==> src/rtl/mux2_rr_arbiter.sv <==
// Two-port round-robin arbiter that owns the select of a 2:1 word mux.
// Define ARB_TIMEOUT_EN to force a handover after MAX_HOLD cycles when the other side is waiting.
module mux2_rr_arbiter #(
  parameter int WIDTH    = 1,
  parameter int MAX_HOLD = 8
) (
  input  logic             clk,
  input  logic             rst_n,
  input  logic             req0,
  input  logic             req1,
  input  logic [WIDTH-1:0] in0_data,
  input  logic [WIDTH-1:0] in1_data,
  output logic             gnt0,
  output logic             gnt1,
  output logic             sel,
  output logic             out_valid,
  output logic [WIDTH-1:0] out_data
);

  localparam logic [1:0] IDLE = 2'd0;
  localparam logic [1:0] G0   = 2'd1;
  localparam logic [1:0] G1   = 2'd2;

  if (MAX_HOLD < 2 || MAX_HOLD > 255) begin : g_bad_max_hold
    $error("mux2_rr_arbiter: MAX_HOLD must be in 2..255");
  end

  logic [1:0] state;
  logic [1:0] state_nxt;
  logic       last;
  logic       entering;
  logic       expired;

`ifdef ARB_TIMEOUT_EN
  localparam logic [7:0] HOLD_LAST = 8'(MAX_HOLD - 1);
  logic [7:0] hold_cnt;

  assign expired = (hold_cnt == HOLD_LAST);

  // Counter sticks at HOLD_LAST so a late request from the other side still wins at once.
  always_ff @(posedge clk or negedge rst_n) begin
    if (!rst_n) begin
      hold_cnt <= 8'd0;
    end else if (entering) begin
      hold_cnt <= 8'd0;
    end else if (state != IDLE && !expired) begin
      hold_cnt <= hold_cnt + 8'd1;
    end
  end
`else
  assign expired = 1'b0;
`endif

  // NOTE: every always_comb output gets a default first so no path leaves it unassigned (no latch).
  always_comb begin
    state_nxt = state;
    unique case (state)
      IDLE: begin
        if (req0 && req1)  state_nxt = last ? G0 : G1;
        else if (req0)     state_nxt = G0;
        else if (req1)     state_nxt = G1;
      end
      G0: begin
        if (req1 && (expired || !req0)) state_nxt = G1;
        else if (!req0)                 state_nxt = IDLE;
      end
      G1: begin
        if (req0 && (expired || !req1)) state_nxt = G0;
        else if (!req1)                 state_nxt = IDLE;
      end
      default: state_nxt = IDLE;
    endcase
  end

  assign entering = (state_nxt != state) && (state_nxt != IDLE);

  // NOTE: state registers use non-blocking assignments so every flop samples pre-edge values.
  always_ff @(posedge clk or negedge rst_n) begin
    if (!rst_n) begin
      state <= IDLE;
      sel   <= 1'b0;
      last  <= 1'b1;
    end else begin
      state <= state_nxt;
      if (entering) begin
        sel  <= (state_nxt == G1);
        last <= (state_nxt == G1);
      end
    end
  end

  assign gnt0      = (state == G0);
  assign gnt1      = (state == G1);
  assign out_valid = (gnt0 & req0) | (gnt1 & req1);
  assign out_data  = sel ? in1_data : in0_data;

endmodule
==> config.mk <==
export PLATFORM = sky130hd
export DESIGN_NAME = mux2_rr_arbiter
export DESIGN_NICKNAME = d
export VERILOG_FILES = /design/src/rtl/mux2_rr_arbiter.sv
export SDC_FILE = /design/constraint.sdc
export NUM_CORES = 1
export LEC_CHECK = 0
export ABC_AREA = 1
export BUFFER_PORTS_ARGS = -buffer_cell sky130_fd_sc_hd__buf_2
export CORE_AREA = 2 2 39 41
export DETAILED_ROUTE_END_ITERATION = 10
export DIE_AREA = 0 0 41 43
export RECOVER_POWER = 100
export SYNTH_ARGS = -nofsm -noshare
export SYNTH_HDL_FRONTEND = slang
export SYNTH_SLANG_ARGS = --single-unit
==> constraint.sdc <==
create_clock -name clk -period 1.4 [get_ports clk]
set_input_delay 0.07 -clock clk [delete_from_list [all_inputs] [get_ports clk]]
set_output_delay 0.07 -clock clk [all_outputs]
set_load 0.005 [all_outputs]
After elaboration in Yosys (flattened, before gate mapping):

Cells that the tools add are included.

* flip-flop bits (word level): 4
* bits in latches: 0
* bits in writable memories: 0
* bits in read-only memories: 0
* word-level logic and storage cells: 28
* memories: 0

* add/subtract/negate cells: 0
* multiply operators: 0
* div/mod/pow operators: 0
* magnitude comparators: 0
* equal/unequal tests: 4
* shift operators: 0
* mux-type cells: 10
* bitwise logic cells: 3
* reduce and logical (&&, ||, !) cells: 8

Operators by type and width (number)
* $mux 2: 8
* $pmux 2 s3: 1
* $eq 2x2->1 const B: 2
* $logic_and 1x1->1: 4
* $and 1x1->1: 2
* $eq 2x1->1 const B: 1
* $logic_not 1->1: 2
* $logic_not 2->1: 1
* $ne 2x2->1: 1
* $reduce_bool 2->1: 1
* $mux 1: 1
* $or 1x1->1: 1

Longest topological paths before layout:

Gate-level depths: netlist of run 1.

* depth after elaboration: 6
* gate-level depth with buffers: 7

Least setup slack after synthesis of run 1:

Ideal clock, no wire load.

* path type: register to register
* start: register state[0]
* end: register sel
* data arrival time: 930 ps
* data required time: 1271 ps
* path slack: 341 ps
* stages on the path, launching flop included: 5
* path buffers: 0
* clock period less this slack: 1059 ps
* cells stage by stage: dfrtp_1 -> a21boi_0 -> o211ai_1 -> nand3_1 -> nand2_1

* word-level cells in the longest chain between the ends: 6
* elaborated cells between the ends (all ways): 15
* those cells by class: eq/ne (4); mux (8); reduce/logical (3)

Ends and longest elaborated chain
* start, declared: line 28 `logic [1:0] state;`
* start signal, assigned: line 84 `state <= state_nxt;`
* $mux 2: line 61 `else if (req1) state_nxt = G1;`
* $mux 2: line 60 `else if (req0) state_nxt = G0;`
* $mux 2: line 59 `if (req0 && req1) state_nxt = last ? G0 : G1;`
* $pmux 2 s3: line 57 `unique case (state)`
* $ne 2x2->1 or $reduce_bool 2->1 (tied branches): line 75 `assign entering = (state_nxt != state) && (state_nxt != IDLE);`
* $logic_and 1x1->1: line 75
* end signal, assigned: line 86 `sel <= (state_nxt == G1);`
* end, declared: line 15 `output logic sel,`

Several ways; a longest one is shown, not always the timed one.
A chain may end at the register's enable or synchronous reset.

Final worst setup path of run 1:

* start: register state[0]
* end: output port out_valid

* word-level cells in the longest chain between the ends: 3
* elaborated cells between the ends (all ways): 5
* those cells by class: eq/ne (2); bitwise (3)

Ends and longest elaborated chain
* $eq 2x1->1 or $eq 2x2->1 (tied branches): line 92, 93
* $and 1x1->1: line 94 `assign out_valid = (gnt0 & req0) | (gnt1 & req1);`
* $or 1x1->1 (*): line 94
* end, declared: line 16 `output logic out_valid,`

Every way passes the cells marked *; elsewhere a longest branch is shown, timed or not.

==> flow_summary_export.csv, run 1 <==
group,metric,value,unit
status,status,"complete, no violations",
worst_setup_path,worst-path-max-fanout,4,
die,rows,14,
grt,grt_pass1_vias,210,
yosys,synth_compound_area_share,10.7,%
grt,grt_pass1_wl,834,microns
die,die_area,1760,sq um
worst_setup_path,endpoint_kind,"output port",
final_layout,final_nets,51,
sta,finalMaxSlewViolations,0,
detailed_routing,dr.max_layer_used,"met3",
sta,whs,0.137,ns
die,fp.coreArea,1380,sq um
placed_design,dp_hpwl,394,microns
detailed_routing,wire_per_inst,7.57,microns
sta,tightest_slew,0.294,ns
yosys,synth.distinct_cells,14,
worst_setup_path,crit_top_cell,"nand2_1",
detailed_routing,drc,0,
detailed_routing,route.met3.wl,42,microns
clock_network,clk_latency,0.23,ns
clock_network,cts.sinks,4,
detailed_routing,wl_met1,244,microns
clock_network,numCtsBuffers,3,
worst_setup_path,crit_end,"out_valid",
die,die_w,41,microns
grt,grt_max_degree,6,
sta,hold_viol,0,
worst_setup_path,criticalPathCategory,"reg -> out",
clock_network,cts-root-buf,"clkbuf_4",
detailed_routing,drt_iter0_markers,7,
yosys,ys_seq_elements,4,
grt,grtUsageTotal,7.37,%
hold_path,min_path_type,"in -> reg",
yosys,yosys.area_share.simple,34.8,%
placed_design,placedCellCount,55,
sta,fmax,855,MHz
clock_network,cts.clk_slew.worst_paths,0.04,ns
final_layout,antenna-diode-count,0,
worst_setup_path,r2r_setup_slack,0.27,ns
clock_network,cts_tree,"yes",
worst_setup_path,critical_path.max_stage_delay,0.38,ns
run,cap_violations,0,
worst_setup_path,ff2ff_path_depth,4,
sta,fin_skew,0.00223,ns
placed_design,placement.io_buffers,10,
clock_network,clockBufferDepth,2,
pwr,leakage,0.183,nW
clock_network,ctsResizeCount,0,
grt,antenna_found_initial,0,
detailed_routing,dr_wl_met2,168,microns
yosys,syn_area,234,sq um
yosys,avgSynthCellArea,8.07,sq um
yosys,ys_warn_count,0,
pwr,power_density,1780,nW/um^2
sta,slew_headroom,80.3,%
sta,setup_viol,0,
sta,rsz0062_at_grt,"no",
sta,setup-tns-final,0,ns
grt,grt_overflow_total,0,
final_layout,drive_gt1_share,38.6,%
detailed_routing,vias_per_cell,3.82,
final_layout,finalNonFillerCells,60,
detailed_routing,drt_wl_total,454,microns
worst_setup_path,arrival,1.10,ns
detailed_routing,vias,229,
worst_setup_path,r2r-start,"state[1]",
worst_setup_path,startpoint_type,"flip-flop",
final_layout,fin_util,24.1,%
worst_setup_path,r2r_end,"sel",
pwr,ir_drop,0.652,mV
worst_setup_path,cp_slowest_cell,"dfrtp_1",
yosys,synth_seq_area_share,43.3,%
die,initial_core_util,16.9,%
worst_setup_path,crit_chain,"inv_1, nor2_1, nand2_1, nand2_1, buf_2",
die,die_h,43,microns
yosys,synth_top_family_by_area,"simple AND/OR/NAND/NOR gates",
detailed_routing,first_pass_iters,4,
yosys,syn-instance-count,29,
detailed_routing,antenna_left,0,
worst_setup_path,worstPathRequired,1.33,ns
yosys,muxShareOfSynthArea,4.81,%
final_layout,syn2layout_area_growth,42.8,%
sta,min_period,1.17,ns
yosys,synthAdderAreaFrac,0,%
worst_setup_path,startpoint,"state[0]",
die,ioPinCount,11,
yosys,syn-num-nets,35,
clock_network,h-tree-depth,1,
sta,finalCritPeriodShare,83.5,%
placed_design,place.gp.congestion,0.724,
yosys,synth_xor_area_share,0,%
-- routing by layer --
layer | GRT usage, % | vias to the layer above
met1 | 10.8 | 97
li1 | - | 124
met5 | 0 | -
met4 | 2.00 | 0
met2 | 7.81 | 8
met3 | 6.28 | 0
-- cell families (layout without fill, tap and decap cells) --
family / Yosys count / count (layout)
AND/OR/NAND/NOR: 17 / 17
flip-flops: 4 / 4
buffers and inverters: 4 / 19
AO/OA/AOI/OAI: 3 / 3
multiplexers: 1 / 1
-- state kept, by name, summed over array words and instances (netlist names) --
register	cells
last	1
sel	1
state	2
-- where the power goes --
group	internal, W	switching [W]	total [W]
Clock	0.000107	0.0000460	0.000153
Sequential	0.000175	0.0000437	0.000219
Combinational	0.000104	0.000118	0.000222
Total	0.000386	0.000207	0.000593
-- Yosys cell counts (all sizes together) --
cell type	number	area (sq um)
dfstp	1	26.3
o211ai	1	7.51
nand2	8	32.5
a21boi	1	7.51
nand3	4	25.0
mux2	1	11.3
o31a	1	10.0
inv	4	15.0
nor2	5	23.8
dfrtp	3	75.1
-- area by class of cell --
type / count / area (sq um)
multi-input combinational: 21 / 113
timing repair buffer: 11 / 58.8
clock buffer: 4 / 26.3
inverter: 4 / 15.0
fill: 155 / 1050
sequential: 4 / 101
tap: 16 / 20.0
-- timing repair --
item,CTS,global route
hold buffers,1,0
endpoints found under the hold margin,4,0
setup buffers,0,0
-- worst min-delay path by stage --
stage,startpoint,to,slack [ns],depth (start not counted)
final,req0,state[0],0.14,3
after global routing,req0,state[0],0.14,3
after CTS,req0,state[0],0.14,3
after detailed placement,rst_n,state[0],-0.12,1
after global placement,rst_n,state[0],-0.12,1
after floorplan,rst_n,sel,-0.23,0
-- critical path, delay by kind of cell, from the launching register on --
kind | cells | cell delay [ns]
flip-flops | 1 | 0.38
AND/OR/NAND/NOR | 3 | 0.30
buffers and inverters | 2 | 0.19
-- placed cells by master (no fill, tap or decap) --
cell | Yosys | final
buf_2 | 0 | 9
nand2_1 | 7 | 7
nor2_1 | 3 | 5
inv_1 | 2 | 4
nand3_1 | 3 | 3
clkbuf_4 | 0 | 3
dfrtp_1 | 3 | 3
clkbuf_1 | 0 | 2
a21boi_0 | 1 | 1
o31a_2 | 1 | 1
nand3_2 | 1 | 1
mux2_2 | 1 | 1
nand2_2 | 1 | 1
o211ai_1 | 1 | 1
dlygate4sd3_1 | 0 | 1
dfstp_2 | 1 | 1
-- per-stage QoR --
step	power [W]	area, sq um	setup slack [ns]
final	0.000593	334	0.231
after floorplan	0.000372	234	0.341
after global placement	0.000456	304	0.281
after detailed placement	0.000458	304	0.250
after CTS	0.000617	340	0.241
after global routing	0.000664	334	0.0664
No activity file was read; power rests on OpenSTA's default activity.
==> run 2: changes to the inputs <==
- ABC_AREA: 1 -> 0
- clock period: 1.4 -> 0.95 ns (I/O delays scaled with it)
==> run 2 against run 1 <==
Effect of this change:
- the flow now finishes with violations (negative setup slack)
- non-clock buffer count up 8
- clock power grew 56%
- synthesized cell count is 14% lower
- register-to-register slack got worse by 0.43 ns
- final cell count grew 6.7%
- clock-buffer cell count did not move
- sequential share of layout area is 6.3 points lower
==> flow_summary_export.csv, run 2 <==
group,metric,value,unit
pwr,p_int,0.000640,W
yosys,synth.distinct_cells,18,
pwr,comb_power_share,43.9,%
sta,finalCritPeriodShare,119,%
die,ioPinCount,11,
final_layout,final_common_cell,"buf_2",
yosys,yosysTopAreaCellShare,33.3,%
sta,setup-tns-final,-0.981,ns
clock_network,cts.clk_slew.worst_paths,0.04,ns
sta,setup_viol,8,
final_layout,finalNonFillerCells,64,
final_layout,drive_gt1_share,62.5,%
sta,rsz0062_at_grt,"yes",
pwr,power_density,2200,nW/um^2
yosys,synth_area_leaders,"dfrtp_1 (33%), dfstp_2 (12%), mux2_2 (5.0%)",
final_layout,largest_reg_flops,2,
worst_setup_path,r2r-start,"state[1]",
placed_design,placement.io_buffers,10,
pwr,sequentialPowerShare,31.2,%
grt,grtUsageTotal,8.05,%
sta,fin_skew,0.00554,ns
sta,finalMaxSlewViolations,0,
clock_network,cts.sinks,4,
sta,hold_viol,0,
pwr,leakage,0.198,nW
final_layout,fillers,153,
worst_setup_path,worst-path-max-fanout,3,
clock_network,numCtsBuffers,3,
clock_network,cts-root-buf,"clkbuf_4",
detailed_routing,dr_wl_met2,419,microns
hold_path,min_path_type,"in -> reg",
yosys,synth_edf_count,0,
yosys,synth_seq_area_share,45.0,%
final_layout,top_register,"state",
detailed_routing,first_pass_iters,2,
grt,antenna_found_initial,0,
final_layout,top_regs,"state: 2 flops, last: 1 flops, sel: 1 flops",
pwr,netSwitchingFraction,32.9,%
detailed_routing,dr.max_layer_used,"met3",
pwr,ir_drop,0.674,mV
worst_setup_path,criticalPathCategory,"reg -> out",
sta,final.setup.worst_slack,-0.180,ns
yosys,avgSynthCellArea,9.01,sq um
worst_setup_path,worstPathRequired,0.90,ns
detailed_routing,wl_met1,256,microns
worst_setup_path,r2r_setup_slack,-0.16,ns
pwr,p_sw,0.000314,W
hold_path,hold_depth,2,
detailed_routing,vias,275,
final_layout,syn2layout_area_growth,92.2,%
yosys,synth-async-reset-ratio,100,%
clock_network,h-tree-depth,1,
yosys,syn_area,225,sq um
yosys,ys_warn_count,0,
die,rows,14,
yosys,syn-num-nets,31,
detailed_routing,drt_wl_total,720,microns
placed_design,placedCellCount,51,
status,violations,"negative setup slack",
yosys,ys.flop_type,"dfrtp_1",
final_layout,multi_input_area,143,sq um
detailed_routing,antenna_left,0,
final_layout,seqCellArea,104,sq um
detailed_routing,drt_iter0_markers,3,
die,die_h,43,microns
hold_path,hp-start,"req1",
hold_path,whs_endpoint,"state[1]",
yosys,ys_seq_elements,4,
clock_network,clk_latency,0.24,ns
clock_network,clockBufferDepth,2,
sta,min_period,1.13,ns
detailed_routing,vias_per_cell,4.30,
sta,fmax,885,MHz
clock_network,cts_tree,"yes",
pwr,p_clk_share,24.9,%
yosys,synth_top_area_cell,"dfrtp_1",
die,initial_core_util,16.3,%
sta,slew_headroom,85.9,%
yosys,syn-instance-count,25,
grt,grt_pass1_vias,253,
yosys,yosysMostFrequentCell,"dfrtp_1",
final_layout,layout_common_cells,"buf_2 (8), buf_4 (5), buf_6 (4)",
final_layout,fin_util,31.3,%
die,die_w,41,microns
status,status,"complete, but fails checks",
run,cap_violations,0,
final_layout,final_nets,55,
die,die_area,1760,sq um
worst_setup_path,endpoint_kind,"output port",
detailed_routing,drc,0,
grt,grt_pass1_wl,917,microns
worst_setup_path,ff2ff_path_depth,6,
sta,tightest_slew,0.212,ns
worst_setup_path,arrival,1.08,ns
detailed_routing,route.met3.wl,44,microns
grt,grt_overflow_total,0,
worst_setup_path,r2r_end,"state[1]",
die,fp.coreArea,1380,sq um
grt,grt_max_degree,8,
worst_setup_path,startpoint_type,"flip-flop",
placed_design,place.gp.congestion,0.696,
detailed_routing,wire_per_inst,11.3,microns
final_layout,antenna-diode-count,0,
-- run 2: through the flow --
| step | hold slack, ns | total power (W) | setup WS, ns | instance area, sq um |
|---|---|---|---|---|
| global placement | -0.147 | 0.000494 | -0.0520 | 295 |
| detailed placement | -0.146 | 0.000497 | -0.0525 | 295 |
| floorplan | -0.248 | 0.000413 | -0.00170 | 225 |
| global route | 0.102 | 0.00102 | -0.230 | 433 |
| CTS | 0.0848 | 0.000857 | -0.180 | 395 |
| finish | 0.105 | 0.000954 | -0.180 | 433 |
-- run 2: area by class of cell --
type	count	area share, %
clock buffers	4	6.07
inverters	1	0.867
multi-input cells	20	32.9
flip-flops and latches	4	24.0
well taps	16	4.62
repair buffers	19	31.5
-- run 2: worst max-delay path by stage --
stage	startpoint	to
2_1_floorplan	last	sel
3_3_place_gp	last	sel
3_5_place_dp	last	sel
4_1_cts	state[0]	out_valid
5_1_grt	state[0]	out_valid
6_report	state[0]	out_valid
-- run 2: cells by family after synthesis --
family                 after synthesis  share of synthesized area (%)
multiplexers                         1                           5.00
AO/OA/AOI/OAI                        7                           18.9
buffers and inverters                1                           1.67
AND/OR/NAND/NOR                     12                           29.5
flip-flops                           4                           45.0
-- run 2: repair_timing --
item                       CTS  global route
hold buffers                 1             0
setup endpoints to repair    7             8
pin swaps                    5             2
setup buffers                6             2
hold endpoints to repair     4             0
gates resized for setup      7             5
-- run 2: layer usage --
layer  vias up  GRT usage, %
met1       132          8.74
met5         -             0
met3         0          1.57
met2         7          11.9
li1        136             -
met4         0          8.00
-- run 2: power groups by stage --
stage               logic, W  registers [W]  clock network [W]
floorplan           0.000131       0.000282                  0
global placement    0.000205       0.000289                  0
detailed placement  0.000205       0.000291                  0
CTS                 0.000327       0.000285           0.000245
global route        0.000455       0.000305           0.000263
finish              0.000418       0.000298           0.000238
-- run 2: worst max-delay path: stages, from the launching register on --
cell     delay, ns
dfrtp_2       0.42
nor2b_1       0.14
a22o_1        0.17
buf_2         0.12
==> run 3: changes to the inputs <==
- CTS_BUF_LIST: not set -> sky130_fd_sc_hd__clkbuf_8
==> run 3 against run 2 <==
Effect of this change:
- the flow still finishes with violations (negative setup slack)
- utilization grew 0.54 points
- register-to-register slack better by 0.03 ns
- hold slack gained 0.019 ns
- highest routed layer unchanged
==> flow_summary_export.csv, run 3 (synthesis results as in run 2) <==
group,metric,value,unit
detailed_routing,vias,272,
clock_network,cts-root-buf,"clkbuf_8",
clock_network,clk_latency,0.22,ns
sta,setup-tns-final,-0.744,ns
worst_setup_path,criticalPathCategory,"reg -> out",
final_layout,top_register,"state",
grt,antenna_found_initial,0,
clock_network,h-tree-depth,1,
detailed_routing,wire_per_inst,11.3,microns
hold_path,min_path_type,"in -> reg",
final_layout,final_nets,54,
final_layout,final_common_cell,"buf_2",
clock_network,numCtsBuffers,3,
final_layout,layout_common_cells,"buf_2 (8), buf_4 (5), clkbuf_8 (3), buf_6 (3)",
final_layout,finalNonFillerCells,63,
grt,grtUsageTotal,8.05,%
worst_setup_path,cp_slowest_cell,"dfrtp_2",
run,cap_violations,0,
final_layout,drive_gt1_share,61.7,%
detailed_routing,drc,0,
pwr,ir_drop,0.777,mV
sta,tightest_slew,0.210,ns
hold_path,hp-start,"req1",
die,die_area,1760,sq um
die,fp.coreArea,1380,sq um
die,initial_core_util,16.3,%
worst_setup_path,startpoint_type,"flip-flop",
worst_setup_path,endpoint_kind,"output port",
worst_setup_path,critical_path.max_stage_delay,0.42,ns
die,die_h,43,microns
sta,min_period,1.11,ns
final_layout,top_regs,"state: 2 flops, last: 1 flops, sel: 1 flops",
placed_design,placement.io_buffers,10,
sta,finalMaxSlewViolations,0,
die,ioPinCount,11,
pwr,leakage,0.204,nW
sta,final.setup.worst_slack,-0.160,ns
worst_setup_path,worst-path-max-fanout,4,
clock_network,clockBufferDepth,2,
clock_network,cts_tree,"yes",
final_layout,antenna-diode-count,0,
sta,fin_skew,0.00382,ns
worst_setup_path,arrival,1.06,ns
final_layout,syn2layout_area_growth,95.6,%
detailed_routing,first_pass_iters,3,
sta,hold_viol,0,
sta,finalCritPeriodShare,117,%
detailed_routing,drt_wl_total,714,microns
pwr,power_density,2430,nW/um^2
clock_network,cts.clk_slew.worst_paths,0.03,ns
grt,grt_max_degree,8,
die,die_w,41,microns
sta,slew_headroom,85.9,%
worst_setup_path,ff2ff_path_depth,4,
placed_design,placedCellCount,51,
placed_design,place.gp.congestion,0.696,
sta,setup_viol,8,
die,rows,14,
detailed_routing,drt_iter0_markers,5,
worst_setup_path,crit_chain,"inv_2, nor2_2, a22o_1, buf_2",
status,status,"complete, but fails checks",
sta,fmax,901,MHz
sta,rsz0062_at_grt,"yes",
worst_setup_path,worstPathRequired,0.90,ns
detailed_routing,vias_per_cell,4.32,
worst_setup_path,startpoint,"state[1]",
worst_setup_path,r2r-start,"state[0]",
grt,grt_overflow_total,0,
clock_network,cts.sinks,4,
grt,grt_pass1_wl,917,microns
status,violations,"negative setup slack",
detailed_routing,antenna_left,0,
grt,grt_pass1_vias,253,
hold_path,hold_depth,2,
final_layout,largest_reg_flops,2,
run 3: critical path: cells and delay by family (launching register included):
family          cells  cell delay, ns
flops               1            0.42
buf+inv             2            0.20
compound gates      1            0.19
simple gates        1            0.04
run 3: per-stage QoR:
step                hold WS [ns]  setup slack (ns)  instance area [sq um]  util [%]  power [W]
finish                     0.124            -0.160                    440      31.8    0.00107
global route               0.128            -0.203                    440      31.8    0.00114
CTS                        0.109            -0.155                    414      29.9   0.000991
detailed placement        -0.146           -0.0525                    295      21.3   0.000497
global placement          -0.147           -0.0520                    295      21.3   0.000494
floorplan                 -0.248          -0.00170                    225         -   0.000413
run 3: path summary, 6_finish.rpt:
check | endpoint | slack, ns
setup / recovery | out_valid | -0.16
hold / removal | state[1] | 0.12
setup reg to reg | last | -0.13
hold reg to reg | last | 0.55
max in group asynchronous | last | 0.51
min in group asynchronous | sel | 0.19
run 3: area by class of cell:
class,count,area (sq um)
fill,156,943
timing repair buffer,18,125
clock buffer,3,41.3
tap,16,20.0
clock inverter,1,3.75
inverter,1,3.75
sequential,4,104
multi-input combinational,20,143
run 3: power by group:
group          switching, W  internal, W  leakage (nW)
clock             0.0000969     0.000276        0.0269
combinational      0.000166     0.000234         0.133
sequential        0.0000644     0.000233        0.0443
run 3: per-layer routing:
| metal | vias up | track usage [%] | part of all wire, % |
|---|---|---|---|
| met2 | 7 | 11.9 | 56 |
| met4 | 0 | 8.00 | 0 |
| met5 | - | 0 | 0 |
| met1 | 132 | 8.74 | 38 |
| li1 | 133 | - | - |
| met3 | 0 | 1.57 | 6.2 |
run 3: what timing repair did:
action | 4_1_cts | 5_1_grt
hold buffers | 1 | 0
setup endpoints to repair | 7 | 8
buffers inserted | 6 | 2
resized for setup | 7 | 5
hold endpoints to repair | 4 | 0
pin swaps | 5 | 3
